==> src/rtl/dds_pkg.sv <==
// Shared types and constants for the DDS frequency-step controller.
package dds_pkg;

    localparam int NUM_COARSE   = 16;
    localparam int COARSE_IDX_W = 4;

    typedef enum logic [1:0] {
        IDLE    = 2'd0,
        HOLD_UP = 2'd1,
        HOLD_DN = 2'd2
    } state_t;

    localparam logic [2:0] LED_IDLE    = 3'b001;
    localparam logic [2:0] LED_HOLD_UP = 3'b010;
    localparam logic [2:0] LED_HOLD_DN = 3'b100;

    function automatic logic [2:0] state_leds(input state_t s);
        case (s)
            HOLD_UP: state_leds = LED_HOLD_UP;
            HOLD_DN: state_leds = LED_HOLD_DN;
            default: state_leds = LED_IDLE;
        endcase
    endfunction

endpackage

==> src/rtl/dds_freq_step_controller_if.sv <==
// Register-side controls and DDS-side increment outputs of the step controller.
interface dds_freq_step_controller_if #(
    parameter int INC_WIDTH = 32
);
    import dds_pkg::*;

    logic                                   i_enable;
    logic                                   i_tipo_ajuste;
    logic [NUM_COARSE-1:0][INC_WIDTH-1:0]   i_rom_incremento_grueso;
    logic [INC_WIDTH-1:0]                   o_incremento;
    logic                                   o_inc_update;

    modport master (
        output i_enable, i_tipo_ajuste, i_rom_incremento_grueso,
        input  o_incremento, o_inc_update
    );

    modport slave (
        input  i_enable, i_tipo_ajuste, i_rom_incremento_grueso,
        output o_incremento, o_inc_update
    );

endinterface

==> src/rtl/key_debouncer.sv <==
// Two-flop synchronizer, stable-sample debouncer and press (1->0) pulse for one active-low key.
module key_debouncer #(
    parameter int DEBOUNCE_CYCLES = 1_250_000
) (
    input  logic i_clk,
    input  logic i_rst_n,
    input  logic i_key,
    output logic o_level,
    output logic o_press
);

    localparam int CNT_W = $clog2(DEBOUNCE_CYCLES + 1);

    logic             sync1_reg;
    logic             sync2_reg;
    logic             level_reg;
    logic             press_reg;
    logic [CNT_W-1:0] cnt_reg;

    // The counter only runs while the synchronized sample disagrees with the accepted level.
    always_ff @(posedge i_clk or negedge i_rst_n) begin
        if (!i_rst_n) begin
            sync1_reg <= 1'b1;
            sync2_reg <= 1'b1;
            level_reg <= 1'b1;
            press_reg <= 1'b0;
            cnt_reg   <= '0;
        end else begin
            sync1_reg <= i_key;
            sync2_reg <= sync1_reg;
            press_reg <= 1'b0;
            if (sync2_reg == level_reg) begin
                cnt_reg <= '0;
            end else if (cnt_reg == CNT_W'(DEBOUNCE_CYCLES - 1)) begin
                cnt_reg   <= '0;
                level_reg <= sync2_reg;
                press_reg <= ~sync2_reg;
            end else begin
                cnt_reg <= cnt_reg + CNT_W'(1);
            end
        end
    end

    assign o_level = level_reg;
    assign o_press = press_reg;

endmodule

==> src/rtl/dds_freq_step_controller.sv <==
// Key-driven press/hold/auto-repeat stepping of a coarse table index and a signed fine offset.
module dds_freq_step_controller
    import dds_pkg::*;
#(
    parameter int INC_WIDTH       = 32,
    parameter int FINE_WIDTH      = 8,
    parameter int FINE_STEP       = 1,
    parameter int DEBOUNCE_CYCLES = 1_250_000,
    parameter int REPEAT_CYCLES   = 31_250_000
) (
    input  logic                       i_clk,
    input  logic                       i_rst_n,
    input  logic                       i_aumentar,
    input  logic                       i_disminuir,
    dds_freq_step_controller_if.slave  bus,
    output logic [2:0]                 o_leds_fino,
    output logic [2:0]                 o_leds_grueso
);

    localparam int REP_W = $clog2(REPEAT_CYCLES + 1);
    localparam logic [REP_W-1:0]        REP_LAST = REP_W'(REPEAT_CYCLES - 1);
    localparam logic [COARSE_IDX_W-1:0] IDX_MAX  = COARSE_IDX_W'(NUM_COARSE - 1);
    localparam logic [FINE_WIDTH-1:0]   OFF_MAX  = {1'b0, {(FINE_WIDTH-1){1'b1}}};
    localparam logic [FINE_WIDTH-1:0]   OFF_MIN  = {1'b1, {(FINE_WIDTH-1){1'b0}}};
    localparam logic [INC_WIDTH-1:0]    STEP_V   = INC_WIDTH'(FINE_STEP);

    // Bit 0 is aumentar (up), bit 1 is disminuir (down).
    logic [1:0] key_raw;
    logic [1:0] key_level;
    logic [1:0] key_press;

    assign key_raw = {i_disminuir, i_aumentar};

    genvar gi;
    generate
        for (gi = 0; gi < 2; gi++) begin : g_key
            key_debouncer #(
                .DEBOUNCE_CYCLES(DEBOUNCE_CYCLES)
            ) u_debouncer (
                .i_clk   (i_clk),
                .i_rst_n (i_rst_n),
                .i_key   (key_raw[gi]),
                .o_level (key_level[gi]),
                .o_press (key_press[gi])
            );
        end
    endgenerate

    state_t                  state_reg, state_next;
    logic [REP_W-1:0]        rep_cnt_reg, rep_cnt_next;
    logic                    step_up_reg, step_up_next;
    logic                    step_dn_reg, step_dn_next;
    logic                    step_coarse_reg;
    logic                    mode_dly_reg;
    logic                    mode_changed;

    assign mode_changed = bus.i_tipo_ajuste != mode_dly_reg;

    always_comb begin
        state_next   = state_reg;
        rep_cnt_next = rep_cnt_reg;
        step_up_next = 1'b0;
        step_dn_next = 1'b0;
        if (!bus.i_enable) begin
            state_next   = IDLE;
            rep_cnt_next = '0;
        end else begin
            case (state_reg)
                IDLE: begin
                    rep_cnt_next = '0;
                    if (key_press[0] && key_level[1]) begin
                        state_next   = HOLD_UP;
                        step_up_next = 1'b1;
                    end else if (key_press[1] && key_level[0]) begin
                        state_next   = HOLD_DN;
                        step_dn_next = 1'b1;
                    end
                end
                HOLD_UP, HOLD_DN: begin
                    // Leaving on release, on both keys down, or on a mode flip.
                    if (mode_changed || (key_level != 2'b10 && state_reg == HOLD_UP)
                                     || (key_level != 2'b01 && state_reg == HOLD_DN)) begin
                        state_next   = IDLE;
                        rep_cnt_next = '0;
                    end else if (rep_cnt_reg == REP_LAST) begin
                        rep_cnt_next = '0;
                        step_up_next = (state_reg == HOLD_UP);
                        step_dn_next = (state_reg == HOLD_DN);
                    end else begin
                        rep_cnt_next = rep_cnt_reg + REP_W'(1);
                    end
                end
                default: begin
                    state_next   = IDLE;
                    rep_cnt_next = '0;
                end
            endcase
        end
    end

    logic [COARSE_IDX_W-1:0] index_reg, index_next;
    logic [FINE_WIDTH-1:0]   offset_reg, offset_next;
    logic                    changed;
    logic                    step_en;
    logic [INC_WIDTH-1:0]    fine_ext;
    logic [INC_WIDTH-1:0]    incremento_reg, incremento_next;
    logic                    inc_update_reg;
    logic [2:0]              leds_fino_reg, leds_grueso_reg;

    // A step is dropped if the mode flipped between request and application.
    assign step_en = bus.i_enable && (step_coarse_reg == bus.i_tipo_ajuste);

    always_comb begin
        index_next  = index_reg;
        offset_next = offset_reg;
        changed     = 1'b0;
        if (step_en) begin
            if (bus.i_tipo_ajuste) begin
                if (step_up_reg && index_reg != IDX_MAX) begin
                    index_next = index_reg + COARSE_IDX_W'(1);
                    changed    = 1'b1;
                end else if (step_dn_reg && index_reg != '0) begin
                    index_next = index_reg - COARSE_IDX_W'(1);
                    changed    = 1'b1;
                end
            end else begin
                if (step_up_reg && offset_reg != OFF_MAX) begin
                    offset_next = offset_reg + FINE_WIDTH'(1);
                    changed     = 1'b1;
                end else if (step_dn_reg && offset_reg != OFF_MIN) begin
                    offset_next = offset_reg - FINE_WIDTH'(1);
                    changed     = 1'b1;
                end
            end
        end
        fine_ext        = {{(INC_WIDTH-FINE_WIDTH){offset_next[FINE_WIDTH-1]}}, offset_next};
        incremento_next = bus.i_rom_incremento_grueso[index_next] + fine_ext * STEP_V;
    end

    always_ff @(posedge i_clk or negedge i_rst_n) begin
        if (!i_rst_n) begin
            state_reg       <= IDLE;
            rep_cnt_reg     <= '0;
            step_up_reg     <= 1'b0;
            step_dn_reg     <= 1'b0;
            step_coarse_reg <= 1'b0;
            mode_dly_reg    <= 1'b0;
            index_reg       <= '0;
            offset_reg      <= '0;
            incremento_reg  <= '0;
            inc_update_reg  <= 1'b0;
            leds_fino_reg   <= '0;
            leds_grueso_reg <= '0;
        end else begin
            state_reg       <= state_next;
            rep_cnt_reg     <= rep_cnt_next;
            step_up_reg     <= step_up_next;
            step_dn_reg     <= step_dn_next;
            step_coarse_reg <= bus.i_tipo_ajuste;
            mode_dly_reg    <= bus.i_tipo_ajuste;
            index_reg       <= index_next;
            offset_reg      <= offset_next;
            incremento_reg  <= incremento_next;
            inc_update_reg  <= changed;
            leds_fino_reg   <= bus.i_tipo_ajuste ? 3'b000 : state_leds(state_reg);
            leds_grueso_reg <= bus.i_tipo_ajuste ? state_leds(state_reg) : 3'b000;
        end
    end

    assign bus.o_incremento = incremento_reg;
    assign bus.o_inc_update = inc_update_reg;
    assign o_leds_fino      = leds_fino_reg;
    assign o_leds_grueso    = leds_grueso_reg;

endmodule

==> src/flat_wrapper.sv <==
// flat-port wrapper written by rule: the top's interface ports become plain ports
module dds_freq_step_controller_flat import dds_pkg::*;
#(
    parameter int INC_WIDTH       = 32,
    parameter int FINE_WIDTH      = 8,
    parameter int FINE_STEP       = 1,
    parameter int DEBOUNCE_CYCLES = 1_250_000,
    parameter int REPEAT_CYCLES   = 31_250_000
)
  (i_clk, i_rst_n, i_aumentar, i_disminuir, o_leds_fino, o_leds_grueso, bus_i_enable, bus_i_tipo_ajuste, bus_i_rom_incremento_grueso, bus_o_incremento, bus_o_inc_update);
  dds_freq_step_controller_if #(.INC_WIDTH(INC_WIDTH)) bus_i ();
  input  logic i_clk;
  input  logic i_rst_n;
  input  logic i_aumentar;
  input  logic i_disminuir;
  output logic [2:0] o_leds_fino;
  output logic [2:0] o_leds_grueso;
  input wire logic [$bits(bus_i.i_enable)-1:0] bus_i_enable;
  input wire logic [$bits(bus_i.i_tipo_ajuste)-1:0] bus_i_tipo_ajuste;
  input wire logic [$bits(bus_i.i_rom_incremento_grueso)-1:0] bus_i_rom_incremento_grueso;
  output wire logic [$bits(bus_i.o_incremento)-1:0] bus_o_incremento;
  output wire logic [$bits(bus_i.o_inc_update)-1:0] bus_o_inc_update;
  assign bus_i.i_enable = bus_i_enable;
  assign bus_i.i_tipo_ajuste = bus_i_tipo_ajuste;
  assign bus_i.i_rom_incremento_grueso = bus_i_rom_incremento_grueso;
  assign bus_o_incremento = bus_i.o_incremento;
  assign bus_o_inc_update = bus_i.o_inc_update;
  dds_freq_step_controller #(.INC_WIDTH(INC_WIDTH), .FINE_WIDTH(FINE_WIDTH), .FINE_STEP(FINE_STEP), .DEBOUNCE_CYCLES(DEBOUNCE_CYCLES), .REPEAT_CYCLES(REPEAT_CYCLES)) u_core (.i_clk(i_clk), .i_rst_n(i_rst_n), .i_aumentar(i_aumentar), .i_disminuir(i_disminuir), .bus(bus_i), .o_leds_fino(o_leds_fino), .o_leds_grueso(o_leds_grueso));
endmodule
==> config.mk <==
export PLATFORM = sky130hd
export DESIGN_NAME = dds_freq_step_controller_flat
export DESIGN_NICKNAME = d
export VERILOG_FILES = /design/src/rtl/dds_pkg.sv /design/src/rtl/dds_freq_step_controller_if.sv /design/src/rtl/key_debouncer.sv /design/src/rtl/dds_freq_step_controller.sv /design/src/flat_wrapper.sv
export SDC_FILE = /design/constraint.sdc
export NUM_CORES = 1
export LEC_CHECK = 0
export ABC_AREA = 1
export ABC_CLOCK_PERIOD_IN_PS = 6400
export BUFFER_PORTS_ARGS = -buffer_cell sky130_fd_sc_hd__buf_2
export CORE_AREA = 2 2 219 221
export DETAILED_ROUTE_END_ITERATION = 16
export DIE_AREA = 0 0 221 223
export GPL_TIMING_DRIVEN = 1
export PLACE_DENSITY = 0.58
export SYNTH_ARGS = -nofsm -noshare
export SYNTH_HDL_FRONTEND = slang
export SYNTH_SLANG_ARGS = --single-unit
==> constraint.sdc <==
create_clock -name i_clk -period 6.4 [get_ports i_clk]
set_input_delay 0.96 -clock i_clk [delete_from_list [all_inputs] [get_ports i_clk]]
set_output_delay 0.96 -clock i_clk [all_outputs]
set_load 0.1 [all_outputs]
==> results_dict.tcl <==
set metrics [dict create \
    root_buffer "clkbuf_16" \
    die_area_um2 49300 \
    hold_end "u_core.g_key[0].u_debouncer.sync2_reg$_DFF_PN1_" \
    syn_inst 2114 \
    postCtsSetupRepairBufs 0 \
    final_common_cell "nand2_1" \
    core-area_um2 47100 \
    cts_tree "built" \
    totalWireLength_um 58500 \
    die_h_um 223 \
    place_hpwl_um 48000 \
    reg2reg_depth 30 \
    synth_area_per_cell_um2 6.09 \
    grt_pass1_wl_um 88700 \
    grt_overflow 0 \
    place.gp.congestion 0.944 \
    total_power_w 0.00252 \
    synth.distinct_cells 48 \
    final_util 0.355 \
    cpPeakStageDelay_ns 0.43 \
    setup.worst_path.start_class "primary input" \
    fillers 5150 \
    multi_input_area_um2 8320 \
    yosys_warnings 0 \
    portBuffers 556 \
    rr_startpoint "u_core.index_reg[0]$_DFF_PN0_" \
    yosysSeqAreaShare 0.255 \
    syn_area_um2 12900 \
    maxCapViolCount 0 \
    grt_antenna_before_repair 6 \
    crit_path_frequent_cell "nand2_1" \
    drive_above_1_share 0.251 \
    row_count 80 \
    grt_max_degree 136 \
    cp_slowest_cell "nand2_4" \
    largest_reg_flops 42 \
    syn_nets 2668 \
    grt_pass1_vias 15700 \
    cp_max_fo 54 \
    start_util 0.273 \
    fmax_mhz 190 \
    area.sequential_um2 3290 \
    hold_class "reg2reg" \
    cts_buffer_depth 2 \
    fin_skew_ns 0.0129 \
    period_share 0.822 \
    clock_sinks 131 \
    rsz0062_at_grt "no" \
    setup_tns_ns 0 \
    track_usage 0.229 \
    peakVddDrop_mv 0.197 \
    synth_seq_cells 131 \
    power.density_cell_area_nw_per_um2 150 \
    routedWlPerCell_um 18.1 \
    pin_count 557 \
    ctsHoldBuffers 0 \
    hold_depth 0 \
    drcViolationCount 0 \
    dieWidth_um 221 \
    clkLatencyLatePin_ns 0.43 \
    cts_resized 0 \
    r2r_slack_ns 1.19 \
    slew_viol_final 0 \
    cts-buffers-inserted 17 \
    path_class "in2reg" \
    required_ns 6.72 \
    antenna_left 0 \
    area_growth_pct 30.0 \
    cts_max_level 4 \
    nNetsFinal 3155 \
    arrival_ns 5.58 \
    clk_pin_slew_ns 0.06 \
    max_slew_margin 0.405 \
    layout_common_cells "nand2_1 (724), buf_2 (555), nand3_1 (426)" \
    dr.pass1.iters 8 \
    crit_path_end_kind "flop" \
    outcome "complete, no violations" \
    setup_viol 0 \
    via_count 16300 \
    first_iter_violations 1298 \
    r2r-end "u_core.bus.o_incremento[30]$_DFF_PN0_" \
    period_needed_ns 5.26 \
    worst_pin_slew_ns 0.893 \
    worstHoldStart "u_core.g_key[0].u_debouncer.sync1_reg$_DFF_PN1_" \
    hold_viol 0 \
    p_leak_nw 8.88 \
    via_per_inst 5.04 \
]
report_power, final:
group / switching (W) / internal (W)
clock network: 0.000376 / 0.000664
logic: 0.000391 / 0.000210
registers: 0.0000175 / 0.000857
total: 0.000785 / 0.00173
per-stage QoR:
| step | setup WS, ns | area, um^2 | instances | hold slack [ns] |
|---|---|---|---|---|
| detailed placement | 0.697 | 16100 | 3197 | 0.351 |
| finish | 1.14 | 16700 | 3234 | 0.360 |
| global route | 0.587 | 16700 | 3231 | 0.362 |
| floorplan | 1.39 | 12900 | 2114 | 0.345 |
| global placement | 0.806 | 16100 | 3197 | 0.350 |
| CTS | 1.13 | 16700 | 3229 | 0.361 |
routing by layer:
| layer | part of all wire | global-route usage |
|---|---|---|
| met1 | 0.44 | 0.309 |
| met2 | 0.47 | 0.383 |
| met3 | 0.064 | 0.0325 |
| met4 | 0.023 | 0.0580 |
| met5 | 0.00022 | 0 |
critical path: cells and delay by family:
kind                     cells  cell delay (ns)
AO/OA/AOI/OAI                4             0.86
adder cells (fa/ha/maj)      2             0.54
buffers and inverters        5             0.69
AND/OR/NAND/NOR             17             2.50
area by class of cell:
type                    instances  share of cell area
repair buffers                580               0.179
flip-flops and latches        131               0.196
clock inverters                12              0.0108
diodes                          5            0.000748
multi-input cells            1679               0.497
well taps                     615              0.0460
inverters                     192              0.0431
clock buffers                  20              0.0267
cell families (layout without fill, tap and decap cells):
kind of cell / Yosys count / in the layout / synth area share
AOI/OAI and AO/OA: 225 / 225 / 0.111
xor gates and xnor gates: 38 / 38 / 0.0279
adders and majority gates: 36 / 36 / 0.0356
buffers and inverters: 304 / 804 / 0.103
DFF: 131 / 131 / 0.255
other: 0 / 5 / 0
and+or+nand+nor: 1380 / 1380 / 0.468
Yosys cell counts (all sizes together):
cell | instances | area share
fa | 1 | 0.0016
dfstp | 6 | 0.012
o21bai | 1 | 0.00058
nand4 | 25 | 0.012
ha | 35 | 0.034
or2 | 2 | 0.00097
a21boi | 2 | 0.0015
o2111ai | 1 | 0.00068
a31oi | 3 | 0.0015
a32o | 32 | 0.025
o221a | 1 | 0.00087
o211ai | 32 | 0.019
a2111oi | 1 | 0.00068
nand2 | 741 | 0.22
a211oi | 6 | 0.0035
o21a | 3 | 0.0017
xnor2 | 18 | 0.012
nand3 | 428 | 0.17
inv | 192 | 0.056
dfrtp | 125 | 0.24
buf | 67 | 0.033
nor4 | 13 | 0.0063
o211a | 1 | 0.00078
nand3b | 6 | 0.0035
nor3b | 4 | 0.0023
clkbuf | 45 | 0.013
o21ai | 41 | 0.016
a21oi | 101 | 0.040
and3 | 3 | 0.0015
nor2 | 117 | 0.038
nor3 | 39 | 0.016
xor2 | 20 | 0.016
and2 | 2 | 0.00097
how the worst max path moves through the flow:
stage | slack [ns] | end | from | depth (start not counted)
2_1_floorplan | 1.39 | u_core.bus.o_incremento[28]$_DFF_PN0_ | bus_i_tipo_ajuste | 31
3_3_place_gp | 0.81 | u_core.bus.o_incremento[30]$_DFF_PN0_ | bus_i_enable | 29
3_5_place_dp | 0.70 | u_core.bus.o_incremento[30]$_DFF_PN0_ | bus_i_enable | 28
4_1_cts | 1.13 | u_core.bus.o_incremento[30]$_DFF_PN0_ | bus_i_enable | 28
5_1_grt | 0.59 | u_core.bus.o_incremento[30]$_DFF_PN0_ | u_core.index_reg[0]$_DFF_PN0_ | 30
6_report | 1.14 | u_core.bus.o_incremento[30]$_DFF_PN0_ | bus_i_enable | 28
No activity file was read; power rests on OpenSTA's default activity.
